File: src/rtl/rr_arb_mux_if.sv
// ----------------------------------------------------------------------------
// rr_arb_mux_if
//
// This interface bundles the handshake and data signals of rr_arb_mux. The
// clock and the reset are not part of it.
//
// Parameters
//   WIDTH  data width of every channel word and of the output word
//   NCH    number of input channels (2..16)
//   SELW   channel-index width, derived from NCH
//
// Signals (direction as seen from the arbiter)
//   in_data    in   NCH*WIDTH  flattened channel words, channel i at [i*WIDTH +: WIDTH]
//   in_valid   in   NCH        per-channel request
//   in_ready   out  NCH        per-channel grant/accept, combinational
//   force_en   in   1          1 = forced-select mode, 0 = round-robin
//   force_sel  in   SELW       channel index used in forced mode
//   out_data   out  WIDTH      registered selected word
//   out_valid  out  1          out_data holds an unconsumed word
//   out_ready  in   1          consumer accepts the word this cycle
//   out_ch     out  SELW       registered index of the producing channel
//
// Modports
//   master  producer/consumer side (drives requests and out_ready)
//   slave   arbiter side
// ----------------------------------------------------------------------------
interface rr_arb_mux_if #(
    parameter int unsigned WIDTH = 5,
    parameter int unsigned NCH   = 3
) ();
    localparam int unsigned SELW = $clog2(NCH);

    logic [NCH*WIDTH-1:0] in_data;
    logic [NCH-1:0]       in_valid;
    logic [NCH-1:0]       in_ready;
    logic                 force_en;
    logic [SELW-1:0]      force_sel;
    logic [WIDTH-1:0]     out_data;
    logic                 out_valid;
    logic                 out_ready;
    logic [SELW-1:0]      out_ch;

    modport master (
        output in_data,
        output in_valid,
        output force_en,
        output force_sel,
        output out_ready,
        input  in_ready,
        input  out_data,
        input  out_valid,
        input  out_ch
    );

    modport slave (
        input  in_data,
        input  in_valid,
        input  force_en,
        input  force_sel,
        input  out_ready,
        output in_ready,
        output out_data,
        output out_valid,
        output out_ch
    );
endinterface

File: src/rtl/rr_arb_mux.sv
// ----------------------------------------------------------------------------
// rr_arb_mux
//
// This is an N-channel, W-bit arbitrating multiplexer with a single-entry
// registered output stage. Each cycle it grants one requesting channel and
// loads that channel's word into the output register. The grant is chosen
// either by round-robin starting at ptr, or by force_sel when force_en is set.
// The output register is refilled in the same cycle it is consumed, so
// back-to-back transfers run at one word per cycle.
//
// Parameters
//   WIDTH  data width per channel
//   NCH    number of channels, 2..16
//   SELW   channel-index width, derived from NCH (do not override)
//
// Ports
//   clk    rising-edge clock
//   rst_n  asynchronous active-low reset; also masks in_ready while low
//   bus    rr_arb_mux_if.slave; handshake and data signals (see the interface)
// ----------------------------------------------------------------------------
module rr_arb_mux #(
    parameter int unsigned  WIDTH = 5,
    parameter int unsigned  NCH   = 3,
    localparam int unsigned SELW  = $clog2(NCH)
) (
    input logic         clk,
    input logic         rst_n,
    rr_arb_mux_if.slave bus
);

    // One extra bit so that ptr + offset can be compared against NCH without
    // wrapping.
    localparam logic [SELW:0]   NCH_EXT = (SELW + 1)'(NCH);
    localparam logic [SELW-1:0] LAST_CH = SELW'(NCH - 1);

    // ------------------------------------------------------------------------
    // Unpack the flattened channel words
    // ------------------------------------------------------------------------
    logic [WIDTH-1:0] words [NCH];

    for (genvar i = 0; i < NCH; i++) begin : g_unpack
        assign words[i] = bus.in_data[i*WIDTH +: WIDTH];
    end

    // ------------------------------------------------------------------------
    // State
    // ------------------------------------------------------------------------
    logic [SELW-1:0]  ptr_q, ptr_d;
    logic [WIDTH-1:0] out_data_q, out_data_d;
    logic [SELW-1:0]  out_ch_q, out_ch_d;
    logic             out_valid_q, out_valid_d;

    // ------------------------------------------------------------------------
    // Grant selection
    // ------------------------------------------------------------------------
    logic            rr_found;
    logic [SELW-1:0] rr_grant;
    logic [SELW:0]   rr_idx;
    logic [SELW-1:0] force_ch;
    logic            grant_valid;
    logic [SELW-1:0] grant;
    logic            accept;
    logic            xfer;
    logic [NCH-1:0]  in_ready;

    // Scan ptr, ptr+1, ... modulo NCH. The first requester found wins.
    always_comb begin : rr_search
        rr_found = 1'b0;
        rr_grant = '0;
        rr_idx   = '0;
        for (int unsigned k = 0; k < NCH; k++) begin
            rr_idx = {1'b0, ptr_q} + (SELW + 1)'(k);
            if (rr_idx >= NCH_EXT) begin
                rr_idx = rr_idx - NCH_EXT;
            end
            if (!rr_found && bus.in_valid[rr_idx[SELW-1:0]]) begin
                rr_found = 1'b1;
                rr_grant = rr_idx[SELW-1:0];
            end
        end
    end

    // An out-of-range forced index falls back to channel 0.
    assign force_ch = ({1'b0, bus.force_sel} >= NCH_EXT) ? '0 : bus.force_sel;

    always_comb begin : grant_mux
        grant       = rr_grant;
        grant_valid = rr_found;
        if (bus.force_en) begin
            grant       = force_ch;
            grant_valid = bus.in_valid[force_ch];
        end
    end

    // The output slot can take a new word when it is empty or is being drained.
    assign accept = !out_valid_q || bus.out_ready;
    assign xfer   = accept && grant_valid;

    always_comb begin : ready_decode
        in_ready = '0;
        if (rst_n && xfer) begin
            in_ready[grant] = 1'b1;
        end
    end

    assign bus.in_ready = in_ready;

    // ------------------------------------------------------------------------
    // Next state
    // ------------------------------------------------------------------------
    always_comb begin : next_state
        out_data_d  = out_data_q;
        out_ch_d    = out_ch_q;
        out_valid_d = out_valid_q;
        ptr_d       = ptr_q;
        if (xfer) begin
            // A refill while draining keeps out_valid high, so no bubble appears.
            out_data_d  = words[grant];
            out_ch_d    = grant;
            out_valid_d = 1'b1;
            if (!bus.force_en) begin
                ptr_d = (grant == LAST_CH) ? '0 : grant + SELW'(1);
            end
        end else if (bus.out_ready) begin
            out_valid_d = 1'b0;
        end
    end

    always_ff @(posedge clk or negedge rst_n) begin : state_regs
        if (!rst_n) begin
            ptr_q       <= '0;
            out_data_q  <= '0;
            out_ch_q    <= '0;
            out_valid_q <= 1'b0;
        end else begin
            ptr_q       <= ptr_d;
            out_data_q  <= out_data_d;
            out_ch_q    <= out_ch_d;
            out_valid_q <= out_valid_d;
        end
    end

    assign bus.out_data  = out_data_q;
    assign bus.out_ch    = out_ch_q;
    assign bus.out_valid = out_valid_q;

    // ------------------------------------------------------------------------
    // Invariants
    // ------------------------------------------------------------------------
    a_ready_onehot0 : assert property (@(posedge clk) disable iff (!rst_n)
        $onehot0(in_ready));

    a_stall_stable : assert property (@(posedge clk) disable iff (!rst_n)
        (out_valid_q && !bus.out_ready) |=> ($stable(out_data_q) && $stable(out_ch_q)));

    a_stall_no_ready : assert property (@(posedge clk) disable iff (!rst_n)
        (out_valid_q && !bus.out_ready) |-> (in_ready == '0));

endmodule

File: src/flat_wrapper.sv
// flat-port wrapper written by rule: the top's interface ports become plain ports
module rr_arb_mux_flat 
#(
    parameter int unsigned  WIDTH = 5,
    parameter int unsigned  NCH   = 3,
    localparam int unsigned SELW  = $clog2(NCH)
)
  (clk, rst_n, bus_in_data, bus_in_valid, bus_force_en, bus_force_sel, bus_out_ready, bus_in_ready, bus_out_data, bus_out_valid, bus_out_ch);
  rr_arb_mux_if #(.WIDTH(WIDTH), .NCH(NCH)) bus_i ();
  input logic clk;
  input logic rst_n;
  input wire logic [$bits(bus_i.in_data)-1:0] bus_in_data;
  input wire logic [$bits(bus_i.in_valid)-1:0] bus_in_valid;
  input wire logic [$bits(bus_i.force_en)-1:0] bus_force_en;
  input wire logic [$bits(bus_i.force_sel)-1:0] bus_force_sel;
  input wire logic [$bits(bus_i.out_ready)-1:0] bus_out_ready;
  output wire logic [$bits(bus_i.in_ready)-1:0] bus_in_ready;
  output wire logic [$bits(bus_i.out_data)-1:0] bus_out_data;
  output wire logic [$bits(bus_i.out_valid)-1:0] bus_out_valid;
  output wire logic [$bits(bus_i.out_ch)-1:0] bus_out_ch;
  assign bus_i.in_data = bus_in_data;
  assign bus_i.in_valid = bus_in_valid;
  assign bus_i.force_en = bus_force_en;
  assign bus_i.force_sel = bus_force_sel;
  assign bus_i.out_ready = bus_out_ready;
  assign bus_in_ready = bus_i.in_ready;
  assign bus_out_data = bus_i.out_data;
  assign bus_out_valid = bus_i.out_valid;
  assign bus_out_ch = bus_i.out_ch;
  rr_arb_mux #(.WIDTH(WIDTH), .NCH(NCH)) u_core (.clk(clk), .rst_n(rst_n), .bus(bus_i));
endmodule
File: config.mk
export PLATFORM = sky130hd
export DESIGN_NAME = rr_arb_mux_flat
export DESIGN_NICKNAME = d
export VERILOG_FILES = /design/src/rtl/rr_arb_mux_if.sv /design/src/rtl/rr_arb_mux.sv /design/src/flat_wrapper.sv
export SDC_FILE = /design/constraint.sdc
export NUM_CORES = 1
export LEC_CHECK = 0
export ABC_CLOCK_PERIOD_IN_PS = 3500
export BUFFER_PORTS_ARGS = -buffer_cell sky130_fd_sc_hd__buf_4
export CORE_ASPECT_RATIO = 0.8
export CORE_MARGIN = 8
export CORE_UTILIZATION = 52
export CTS_BUF_LIST = sky130_fd_sc_hd__clkbuf_4 sky130_fd_sc_hd__clkbuf_8 sky130_fd_sc_hd__clkbuf_16
export DETAILED_ROUTE_END_ITERATION = 12
export GPL_ROUTABILITY_DRIVEN = 0
export PLACE_DENSITY = 0.89
export SKIP_CTS_REPAIR_TIMING = 1
export SLEW_MARGIN = 10
export SYNTH_ARGS = -nofsm -noshare
export SYNTH_HDL_FRONTEND = slang
export SYNTH_SLANG_ARGS = --single-unit
File: constraint.sdc
create_clock -name clk -period 3.5 [get_ports clk]
set_input_delay 0.35 -clock clk [delete_from_list [all_inputs] [get_ports clk]]
set_output_delay 0.35 -clock clk [all_outputs]
set_load 0.01 [all_outputs]
Word level (Yosys, flattened, before mapping). Cells that the tools add are included.

Bitwise operators: 2. Equal/unequal tests: 1. Reduce and logical (&&, ||, !) cells: 11. Multiply operators: 0. Mux-type cells: 29. Order comparisons: 11. Shift operators: 0. Add/subtract/negate cells: 6. Divide/modulo/power cells: 0.

Operator list (number): 2-to-1 mux 2 bit (9); < comparator 2 x 3 -> 1 bit (second input constant) (5); 2-to-1 mux 1 bit (11); binary-select mux 5 bit (select 2 bit) (1); 2-to-1 mux 5 bit (2); binary-select mux 1 bit (select 2 bit) (4); greater-or-equal comparator 3 x 2 -> 1 bit (second input constant) (2); subtractor 2 bit (second input constant) (3); logical AND 1 bit (5); greater-or-equal comparator 2 bit (second input constant) (2); adder 2 x 1 -> 3 bit (second input constant) (1); adder 2 x 2 -> 3 bit (second input constant) (1); greater-or-equal comparator 3 bit (second input constant) (1); zero test 1 bit (3); 2-to-1 mux 3 bit (1); inverter 2 -> 3 bit (1); adder 2 x 1 -> 2 bit (second input constant) (1); demux 1 bit (select 2 bit) (1); equality test 2 bit (second input constant) (1); greater-or-equal comparator 2 x 1 -> 1 bit (second input constant) (1); AND reduction 2 bit (1); nonzero test 2 bit (1); logical OR 1 bit (1); inverter 1 bit (1).

Logic and storage cells: 64. Bits in read-only memories: 0. Output and inout bits: 11. Latch bits: 0. Input bits: 24. Memories kept: 0. Bits in registers: 10. Bits in writable memories: 0.

Depth between registers and ports, before layout. Gate-level depths: netlist of the first run.

Depth in word-level cells: 17. Gate-level depth with buffers: 9. Gate-level depth less buffers: 8.

Least setup slack after synthesis of the first run. Ideal clock, no wire load.

Path kind: register to output. From: register u_core.ptr_q[1]. To: output port bus_in_ready[0]. Data required time: 3.150 ns. Cell stages (with the launch flop): 9. Setup slack: 1.211 ns. Arrival time: 1.939 ns. Path buffers: 0. Cell sequence: dfrtp_1 > inv_1 > ha_1 > mux2i_2 > o211ai_4 > o32ai_2 > a2bb2oi_2 > nand2b_4 > nor3b_1.

Longest elaborated chain between the ends: 17.

RTL lines: start: declaration (RTL line rr_arb_mux.sv:48) `logic [SELW-1:0] ptr_q, ptr_d;`; start signal: assignment (RTL line rr_arb_mux.sv:136) `ptr_q <= ptr_d;`; branches (longest 16 deep; another with adder 2 x 1 -> 3 bit); 2-to-1 mux 3 bit (*) (RTL line rr_arb_mux.sv:101) `if (rst_n && xfer) begin`; end: declaration (RTL line flat_wrapper.sv:17) `output wire logic [$bits(bus_i.in_ready)-1:0] bus_in_ready;`.

Every way passes the cells marked *. The select of a mux whose other input is x is not followed.

Worst setup path after layout of the first run. Same ends and word-level chain as after synthesis.

==> out/metrics.cfg, run 1 <==
[timing]
tns_ps = 0
fmax_ghz = 0.338
slew_violations = 0
tightest_slew_ps = 431
rsz0062_at_grt = no
fin_crit_sh_pct = 84.5
holdWs_ps = 274
finalHoldViolations = 0
min_period_ps = 2960
setup_viol = 0
slew_headroom_pct = 70.9
finClkSkew_ps = 2.62

[job]
drv_cap = 0

[routing]
routed_wl_um = 2610
wire_per_inst_um = 17.5
vias = 877
drtIter0Drc = 28
drt-vias-per-instance = 5.89
drc = 0
dr.pass1.iters = 4
detail-route-antenna-nets = 0

[global_routing]
grt_max_degree = 17
grt_pass1_vias = 860
grt_usage_pct = 15.3
antenna_found_initial = 0
grt-ovfl-total = 0
grt_pass1_wl_um = 4030

[pwr]
power_density_nw_per_um2 = 768
total_leakage_power_nw = 0.587
ir_drop_mv = 0.497

[worst_setup_path]
crit_fanout = 8
arrival_ps = 2610
cp-start-kind = flop
critPathCaptureType = primary output
required_ps = 3150
path_class = reg2out

[place]
numPortBuffers = 34
placed_area_um2 = 1180
dp_hpwl_um = 2020

[floorplanning]
fp.dieH_um = 53.5
row_count = 13
dieWidth_um = 62.9
initial_core_util_pct = 55.6
ioPinCount = 35
die-area_um2 = 3360
core_area_um2 = 1640

[synthesis]
yosysSeqAreaShare_pct = 27.4
synth_fp_nets = 118
synth_warnings = 0
synthArstFlopShare_pct = 100
syn_inst = 90
synth.distinct_cells = 38
postSynthRegisterBits = 10
synth_enable_flop_cells = 0
syn_area_um2 = 913
syn_avg_cell_area_um2 = 10.1
ys.flop_type = dfrtp_1

[finish]
postLayoutCoreUtil_pct = 74.7
layout.nets = 156
fin_area_um2 = 1230
diodes = 0
drive_above_1_share_pct = 40.2
areaGrowthSynthToFinish_pct = 34.4

[clocking]
cts_buffer_depth = 2
cts_root_buf = clkbuf_4
ctsHtreeMaxLevel = 1
clk_latency_ps = 270
clkSlewWorstSetupHoldPaths_ps = 70
clock-sinks = 10
cts_tree = built
cts_buffers = 3

[worst_hold_path]
min_path_type = in2reg

[run_status]
status = complete, no violations

[synth_stat cells (2+ instances only)]
cell / instances / share of area (%)
nand2_1: 4 / 1.6
buf_4: 2 / 1.6
mux2i_1: 8 / 8.8
o21ai_0: 2 / 1.1
o2111ai_1: 2 / 1.9
nand3_1: 6 / 3.3
inv_1: 15 / 6.2
nand3b_1: 4 / 3.3
o221ai_1: 5 / 4.8
o31a_1: 2 / 1.9
dfrtp_1: 10 / 27
ha_1: 4 / 5.5
[through the flow]
stage | setup slack, ps | instances | power, mW
2_1_floorplan | 1210 | 90 | 0.647
3_3_place_gp | 973 | 144 | 0.807
3_5_place_dp | 867 | 144 | 0.828
4_1_cts | 549 | 148 | 0.941
5_1_grt | 383 | 149 | 1.00
6_report | 541 | 149 | 0.942
[worst max-delay path: stages (launching register included)]
cell and delay (ps):
dfrtp_1 410, inv_1 90, ha_1 300, mux2i_2 330, o211ai_4 140, o32ai_2 290, a2bb2oi_2 330, nand2b_4 240
nor3b_1 60, buf_4 150
[path summary, 6_finish.rpt]
kind	cells past startpoint	slack, ps	to	start
worst max-delay path	9	540	bus_in_ready[0]	u_core.ptr_q[1]
worst min-delay path	2	270	u_core.bus.out_valid	bus_out_ready
worst max register to register	8	1010	u_core.ptr_q[1]	u_core.ptr_q[0]
worst min register to register	1	490	u_core.bus.out_ch[1]	u_core.bus.out_ch[1]
max in group asynchronous	2	2890	u_core.bus.out_data[3]	rst_n
min in group asynchronous	2	460	u_core.bus.out_data[2]	rst_n
[cells in the final DEF (no fill, tap or decap), types with 2 or more instances in the layout]
cell type | Yosys | routed
o21ai_0 | 2 | 2
nand3_1 | 6 | 6
inv_1 | 15 | 15
buf_4 | 2 | 34
o31a_1 | 2 | 2
mux2i_1 | 8 | 8
o221ai_1 | 5 | 5
nand2_1 | 4 | 4
o2111ai_1 | 2 | 2
nand3b_1 | 4 | 4
dfrtp_1 | 10 | 10
clkbuf_4 | 0 | 3
ha_1 | 4 | 4
[layer usage]
layer / up-vias / GRT usage [%] / share of wire (%)
met2: 37 / 27.6 / 51
met1: 421 / 16.3 / 40
met3: 8 / 5.26 / 6.2
met5: - / 0 / 0
met4: 0 / 6.79 / 2.6
li1: 411 / - / -
[state kept, by name (all words and copies together) (netlist names)]
register,count
u_core.bus.out_ch,2
u_core.bus.out_data,5
u_core.bus.out_valid,1
u_core.ptr_q,2
[power by group]
group | internal (mW) | switching, mW
clock | 0.0633 | 0.0410
sequential | 0.171 | 0.0367
combinational | 0.286 | 0.345
total | 0.520 | 0.422
[layout make-up]
cell class                 instances  area [µm²]
clock buffer                       4        36.3
multi-input combinational         63         592
sequential                        10         250
tap                               22        27.5
inverter                          15        56.3
timing repair buffer              35         265
fill                             110         415
[cells by family (layout without fill, tap and decap cells)]
logic type / after synthesis / after routing / share of synthesized area, %
AOI/OAI and AO/OA: 23 / 23 / 27.1
buffers and inverters: 17 / 54 / 7.81
xor gates and xnor gates: 1 / 1 / 0.959
muxes: 11 / 11 / 13.2
and+or+nand+nor: 24 / 24 / 18.1
adders and majority gates: 4 / 4 / 5.48
DFF: 10 / 10 / 27.4
(Power assumes the default switching activity.)
==> inputs of run 2 (changes only) <==
ABC_CLOCK_PERIOD_IN_PS = 3000   (was 3500)
CORE_UTILIZATION = 48   (was 52)
PLACE_DENSITY = 0.84   (was 0.89)
clock period = 3 ns   (was 3.5 ns; I/O delays follow)
==> run 2 against run 1 <==
First-iteration DRC count down 43%. Cell count up 2.7%. Clock-buffer cell count fell by 1. Non-clock buffer count rose by 3. Clock skew about the same. Clock power is 10% lower. Sequential share of layout area fell by 0.41 points. Critical path depth unchanged. Worst hold slack worse by 51 ps. Sequential cell count unchanged. Global-route usage is 2.5 points lower. Total power rose by 16%.
==> out/metrics.cfg, run 2 (synthesis results as in run 1) <==
[finish]
seq_area_um2 = 250  ; unchanged
postLayoutCoreUtil_pct = 68.1  ; was 74.7%
largest_register_ffs = 5  ; unchanged
layout.nets = 159  ; was 156
drive_above_1_share_pct = 41.9  ; was 40.2%
fillCellCount = 147  ; was 110
fin_area_um2 = 1250  ; was 1230 µm²
diodes = 0  ; unchanged
final_common_cell = buf_4  ; unchanged
multi_input_area_um2 = 606  ; was 592 µm²
areaGrowthSynthToFinish_pct = 37.1  ; was 34.4%
layout_common_cells = 37 x buf_4, 15 x inv_1, 10 x dfrtp_1, 8 x mux2i_1, 6 x nand3_1  ; was 34 x buf_4, 15 x inv_1, 10 x dfrtp_1, 8 x mux2i_1, 6 x nand3_1

[floorplanning]
initial_core_util_pct = 49.7  ; was 55.6%
die-area_um2 = 3560  ; was 3360 µm²
row_count = 14  ; was 13
core_area_um2 = 1840  ; was 1640 µm²
ioPinCount = 35  ; unchanged
dieWidth_um = 64.8  ; was 62.9 µm
fp.dieH_um = 55.0  ; was 53.5 µm

[timing]
slew_headroom_pct = 70.8  ; was 70.9%
fin_crit_sh_pct = 94.0
setup_viol = 0  ; unchanged
setup_slack_ps = 179  ; was 541 ps
finalHoldViolations = 0  ; unchanged
min_period_ps = 2820
finClkSkew_ps = 2.18  ; was 2.62 ps
slew_violations = 0  ; unchanged
tightest_slew_ps = 433  ; was 431 ps
tns_ps = 0  ; unchanged
fmax_ghz = 0.355

[routing]
drc = 0  ; unchanged
drtIter0Drc = 16  ; was 28
detail-route-antenna-nets = 0  ; unchanged
drt-vias-per-instance = 5.50  ; was 5.89
vias = 841  ; was 877
wire_per_inst_um = 15.6  ; was 17.5 µm
routed_wl_um = 2390  ; was 2610 µm
dr.pass1.iters = 4  ; unchanged

[pwr]
ir_drop_mv = 0.430  ; was 0.497 mV
p_comb_share_pct = 69.2  ; was 66.9%
p_switching_uw = 488  ; was 422 µW
swShare_pct = 44.4  ; was 44.8%
total_leakage_power_nw = 0.596  ; was 0.587 nW
clockPowerShare_pct = 8.5  ; was 11.1%
power_frac_seq_pct = 22.3  ; was 22.0%
power_mw = 1.10  ; was 942 µW
power_density_nw_per_um2 = 876  ; was 768 nW/µm²
internal_power_uw = 609  ; was 520 µW

[clocking]
cts_root_buf = clkbuf_4  ; unchanged
cts_tree = built  ; unchanged
ctsHtreeMaxLevel = 1  ; unchanged
cts_buffer_depth = 2  ; unchanged
clkSlewWorstSetupHoldPaths_ps = 60  ; was 70 ps
clk_latency_ps = 270  ; about the same
clock-sinks = 10  ; unchanged
cts_buffers = 3  ; unchanged

[global_routing]
grt_pass1_wl_um = 3640  ; was 4030 µm
grt_max_degree = 17  ; unchanged
grt_usage_pct = 12.8  ; was 15.3%
grt-ovfl-total = 0  ; unchanged
antenna_found_initial = 0  ; unchanged
grt_pass1_vias = 837  ; was 860

[place]
dp_hpwl_um = 1940  ; was 2020 µm
placed_area_um2 = 1180  ; about the same
numPortBuffers = 34  ; unchanged
dpl_worst_slack_ps = 410  ; was 867 ps

[worst_setup_path]
worstReg2RegStart = u_core.ptr_q[0]  ; unchanged
r2r_cells = 8  ; unchanged
cp_num_buf_inv = 2  ; unchanged
r2r_end = u_core.ptr_q[1]  ; unchanged
required_ps = 2700  ; was 3150 ps
critPathCaptureType = primary output  ; unchanged
cp.depth = 9  ; unchanged
critPathCapture = bus_in_ready[0]  ; unchanged
path_class = reg2out  ; unchanged
worst-r2r-setup-slack_ps = 610  ; was 1010 ps
cp-start-kind = flop  ; unchanged
critPathTopFamily = compound AO/OA/AOI/OAI gates  ; unchanged
crit_slowest_cell = dfrtp_1  ; unchanged
critPathLaunch = u_core.ptr_q[0]  ; was u_core.ptr_q[1]
crit_fanout = 13  ; was 8
worst_path_largest_cell_delay_ps = 400  ; was 410 ps
crit_chain = inv_1, ha_1, nand3b_1, o211ai_4, o41ai_4, a21oi_4, nand2b_4, nor3b_1, buf_4  ; was inv_1, ha_1, mux2i_2, o211ai_4, o32ai_2, a2bb2oi_2, nand2b_4, nor3b_1, buf_4
arrival_ps = 2520  ; was 2610 ps

[job]
drv_cap = 0  ; unchanged

[worst_hold_path]
min_path_type = in2reg  ; unchanged

[run_status]
status = complete, no violations  ; unchanged

## run 2: worst min path at each step
stage,startpoint,slack [ps],cells after the start,to
4_1_cts,rst_n,-150,1,u_core.bus.out_data[3]
2_1_floorplan,rst_n,4,0,u_core.bus.out_ch[0]
5_1_grt,bus_out_ready,220,2,u_core.bus.out_valid
6_report,bus_out_ready,220,2,u_core.bus.out_valid
3_3_place_gp,rst_n,140,1,u_core.bus.out_data[3]
3_5_place_dp,rst_n,150,1,u_core.bus.out_data[3]
## run 2: area by class of cell
| type | count | area share (%) |
|---|---|---|
| Inverter | 15 | 4.50 |
| Multi-Input combinational cell | 63 | 48.4 |
| Timing Repair Buffer | 38 | 23.0 |
| Sequential cell | 10 | 20.0 |
| Clock buffer | 3 | 1.80 |
| Tap cell | 24 | 2.40 |
## run 2: per-stage QoR
| stage | hold WS, ps | instances |
|---|---|---|
| after global routing | 222 | 153 |
| after floorplan | 4.41 | 90 |
| after CTS | -151 | 149 |
| after detailed placement | 147 | 146 |
| after global placement | 143 | 146 |
| final | 223 | 153 |
## run 2: worst register-to-register path: stages, from the launching register on
cell and delay, ps:
dfrtp_1 400, inv_1 100, ha_1 340, nand3b_1 230
o211ai_4 170, o41ai_4 140, a21oi_4 330, nor2b_4 260
mux2_4 310
## run 2: routing by layer
metal	GRT usage, %	part of all wire [%]	vias to the layer above	wire length [µm]
li1	-	-	418	-
met1	14.9	42	407	1010
met2	23.1	53	14	1270
met3	3.22	3.1	2	74
met4	4.33	1.2	0	28
met5	0	0	-	0
## run 2: power by group through the flow
stage          registers (mW)  clock network, mW  logic [mW]
2_1_floorplan           0.263                  0       0.492
3_3_place_gp            0.240                  0       0.699
3_5_place_dp            0.248                  0       0.715
4_1_cts                 0.246             0.0943       0.720
5_1_grt                 0.253              0.100       0.815
6_report                0.245             0.0933       0.759
==> inputs of run 3 (changes only) <==
CORE_ASPECT_RATIO = unset   (was 0.8)
CORE_MARGIN = 2   (was 8)
CORE_UTILIZATION = 50   (was 48)
CTS_BUF_LIST = sky130_fd_sc_hd__clkbuf_4 sky130_fd_sc_hd__clkbuf_8   (was sky130_fd_sc_hd__clkbuf_4 sky130_fd_sc_hd__clkbuf_8 sky130_fd_sc_hd__clkbuf_16)
PLACE_DENSITY = 0.86   (was 0.84)
==> run 3 against run 2 <==
Clock skew rose by 2.3 ps. Critical path type unchanged. Wire length fell by 10%. Largest cell class unchanged. Critical path depth did not move.
==> out/metrics.cfg, run 3 (synthesis results as in run 1) <==
[floorplanning]
initial_core_util_pct = 52.9  ; was 49.7%
die-area_um2 = 2180  ; was 3560 µm²
fp.dieH_um = 46.7  ; was 55.0 µm
dieWidth_um = 46.7  ; was 64.8 µm
row_count = 15  ; was 14
core_area_um2 = 1730  ; was 1840 µm²
ioPinCount = 35  ; unchanged

[finish]
largest_register_ffs = 5  ; unchanged
postLayoutCoreUtil_pct = 72.0  ; was 68.1%
layout_common_cells = 34 x buf_4, 15 x inv_1, 10 x dfrtp_1, 8 x mux2i_1, 6 x nand3_1  ; was 37 x buf_4, 15 x inv_1, 10 x dfrtp_1, 8 x mux2i_1, 6 x nand3_1
layout.nets = 156  ; was 159
drive_above_1_share_pct = 40.2  ; was 41.9%
fin_cells = 152  ; was 153
diodes = 0  ; unchanged
final_common_cell = buf_4  ; unchanged
areaGrowthSynthToFinish_pct = 36.0  ; was 37.1%

[routing]
wl_met2_um = 1090  ; was 1270 µm
drt-vias-per-instance = 5.44  ; was 5.50
routed_wl_um = 2150  ; was 2390 µm
wire_per_inst_um = 14.2  ; was 15.6 µm
met3_length_um = 110  ; was 74 µm
vias = 827  ; was 841
drt-met1-wl_um = 919  ; was 1010 µm
dr.pass1.iters = 4  ; unchanged
detail-route-antenna-nets = 0  ; unchanged
drtIter0Drc = 8  ; was 16
topRoutingLayerUsed = met4  ; unchanged
drc = 0  ; unchanged

[timing]
min_period_ps = 2810  ; was 2820 ps
slew_violations = 0  ; unchanged
fin_crit_sh_pct = 93.5  ; was 94.0%
holdWs_ps = 212  ; was 223 ps
rsz0062_at_grt = no
setup_viol = 0  ; unchanged
tightest_slew_ps = 449  ; was 433 ps
slew_headroom_pct = 69.8  ; was 70.8%
finClkSkew_ps = 4.48  ; was 2.18 ps
fmax_ghz = 0.357  ; was 0.355 GHz
tns_ps = 0  ; unchanged
finalHoldViolations = 0  ; unchanged

[global_routing]
grt-ovfl-total = 0  ; unchanged
grt_max_degree = 17  ; unchanged
antenna_found_initial = 0  ; unchanged
grt_usage_pct = 19.5  ; was 12.8%
grt_pass1_wl_um = 2980  ; was 3640 µm
grt_pass1_vias = 716  ; was 837

[pwr]
power_mw = 1.09  ; was 1.10 mW
ir_drop_mv = 0.592  ; was 0.430 mV
power_density_nw_per_um2 = 881  ; was 876 nW/µm²
total_leakage_power_nw = 0.589  ; was 0.596 nW

[worst_setup_path]
path_class = reg2out  ; unchanged
required_ps = 2700  ; about the same
arrival_ps = 2510  ; was 2520 ps
crit_fanout = 16  ; was 13
critPathCaptureType = primary output  ; unchanged
cp-start-kind = flop  ; unchanged

[clocking]
clkSlewWorstSetupHoldPaths_ps = 70  ; was 60 ps
cts_buffers = 3  ; unchanged
clock-sinks = 10  ; unchanged
cts_buffer_depth = 2  ; unchanged
cts_tree = built  ; unchanged
clk_latency_ps = 270  ; about the same
cts_root_buf = clkbuf_4  ; unchanged
ctsHtreeMaxLevel = 1  ; unchanged

[place]
dp.cells = 147  ; was 146
numPortBuffers = 34  ; unchanged
dp_hpwl_um = 1710  ; was 1940 µm

[worst_hold_path]
min_path_type = in2reg  ; unchanged

[run_status]
status = complete, no violations  ; unchanged

[job]
drv_cap = 0  ; unchanged

run 3: cell types whose count changed in the layout (fill, tap and decap cells not counted):
cell      delta
buf_4        -3
clkbuf_8     +1
ha_1         +1
ha_2         -1
run 3: stage by stage:
stage	instance area [µm²]	setup slack [ps]
2_1_floorplan	913	761
3_3_place_gp	1180	513
3_5_place_dp	1180	460
4_1_cts	1220	160
5_1_grt	1240	24.5
6_report	1240	195
run 3: worst paths after layout:
| path | start | end | slack [ps] | cells after the start |
|---|---|---|---|---|
| worst max-delay path | u_core.ptr_q[0] | bus_in_ready[0] | 190 | 9 |
| worst min-delay path | bus_out_ready | u_core.bus.out_valid | 210 | 2 |
| worst max register to register | u_core.ptr_q[0] | u_core.ptr_q[1] | 570 | 8 |
| worst min register to register | u_core.bus.out_ch[0] | u_core.bus.out_ch[0] | 520 | 1 |
| max in group asynchronous | rst_n | u_core.bus.out_ch[1] | 2410 | 2 |
| min in group asynchronous | rst_n | u_core.bus.out_data[3] | 430 | 2 |
run 3: power breakdown:
group | internal, mW | switching (mW)
Clock | 0.0738 | 0.0492
Combinational | 0.344 | 0.385
Sequential | 0.199 | 0.0429
Total | 0.617 | 0.477
run 3: routing by layer:
| layer | GRT usage (%) | vias to the layer above |
|---|---|---|
| li1 | - | 412 |
| met1 | 25.3 | 387 |
| met2 | 31.1 | 22 |
| met3 | 5.38 | 6 |
| met4 | 7.78 | 0 |
| met5 | 0 | - |
run 3: worst max-delay path, stage by stage, from the launching register on:
cell and delay, ps:
dfrtp_1 400, inv_1 110, ha_1 340, nand3b_1 220, o211ai_4 180, o41ai_4 140
a21oi_4 370, nand2b_4 130, nor3b_1 190, buf_4 150
run 3: area by class of cell:
type,instances,area (µm²)
Clock buffer,4,36.3
Fill cell,131,484
Inverter,15,56.3
Multi-Input combinational cell,63,603
Sequential cell,10,250
Tap cell,25,31.3
Timing Repair Buffer,35,265
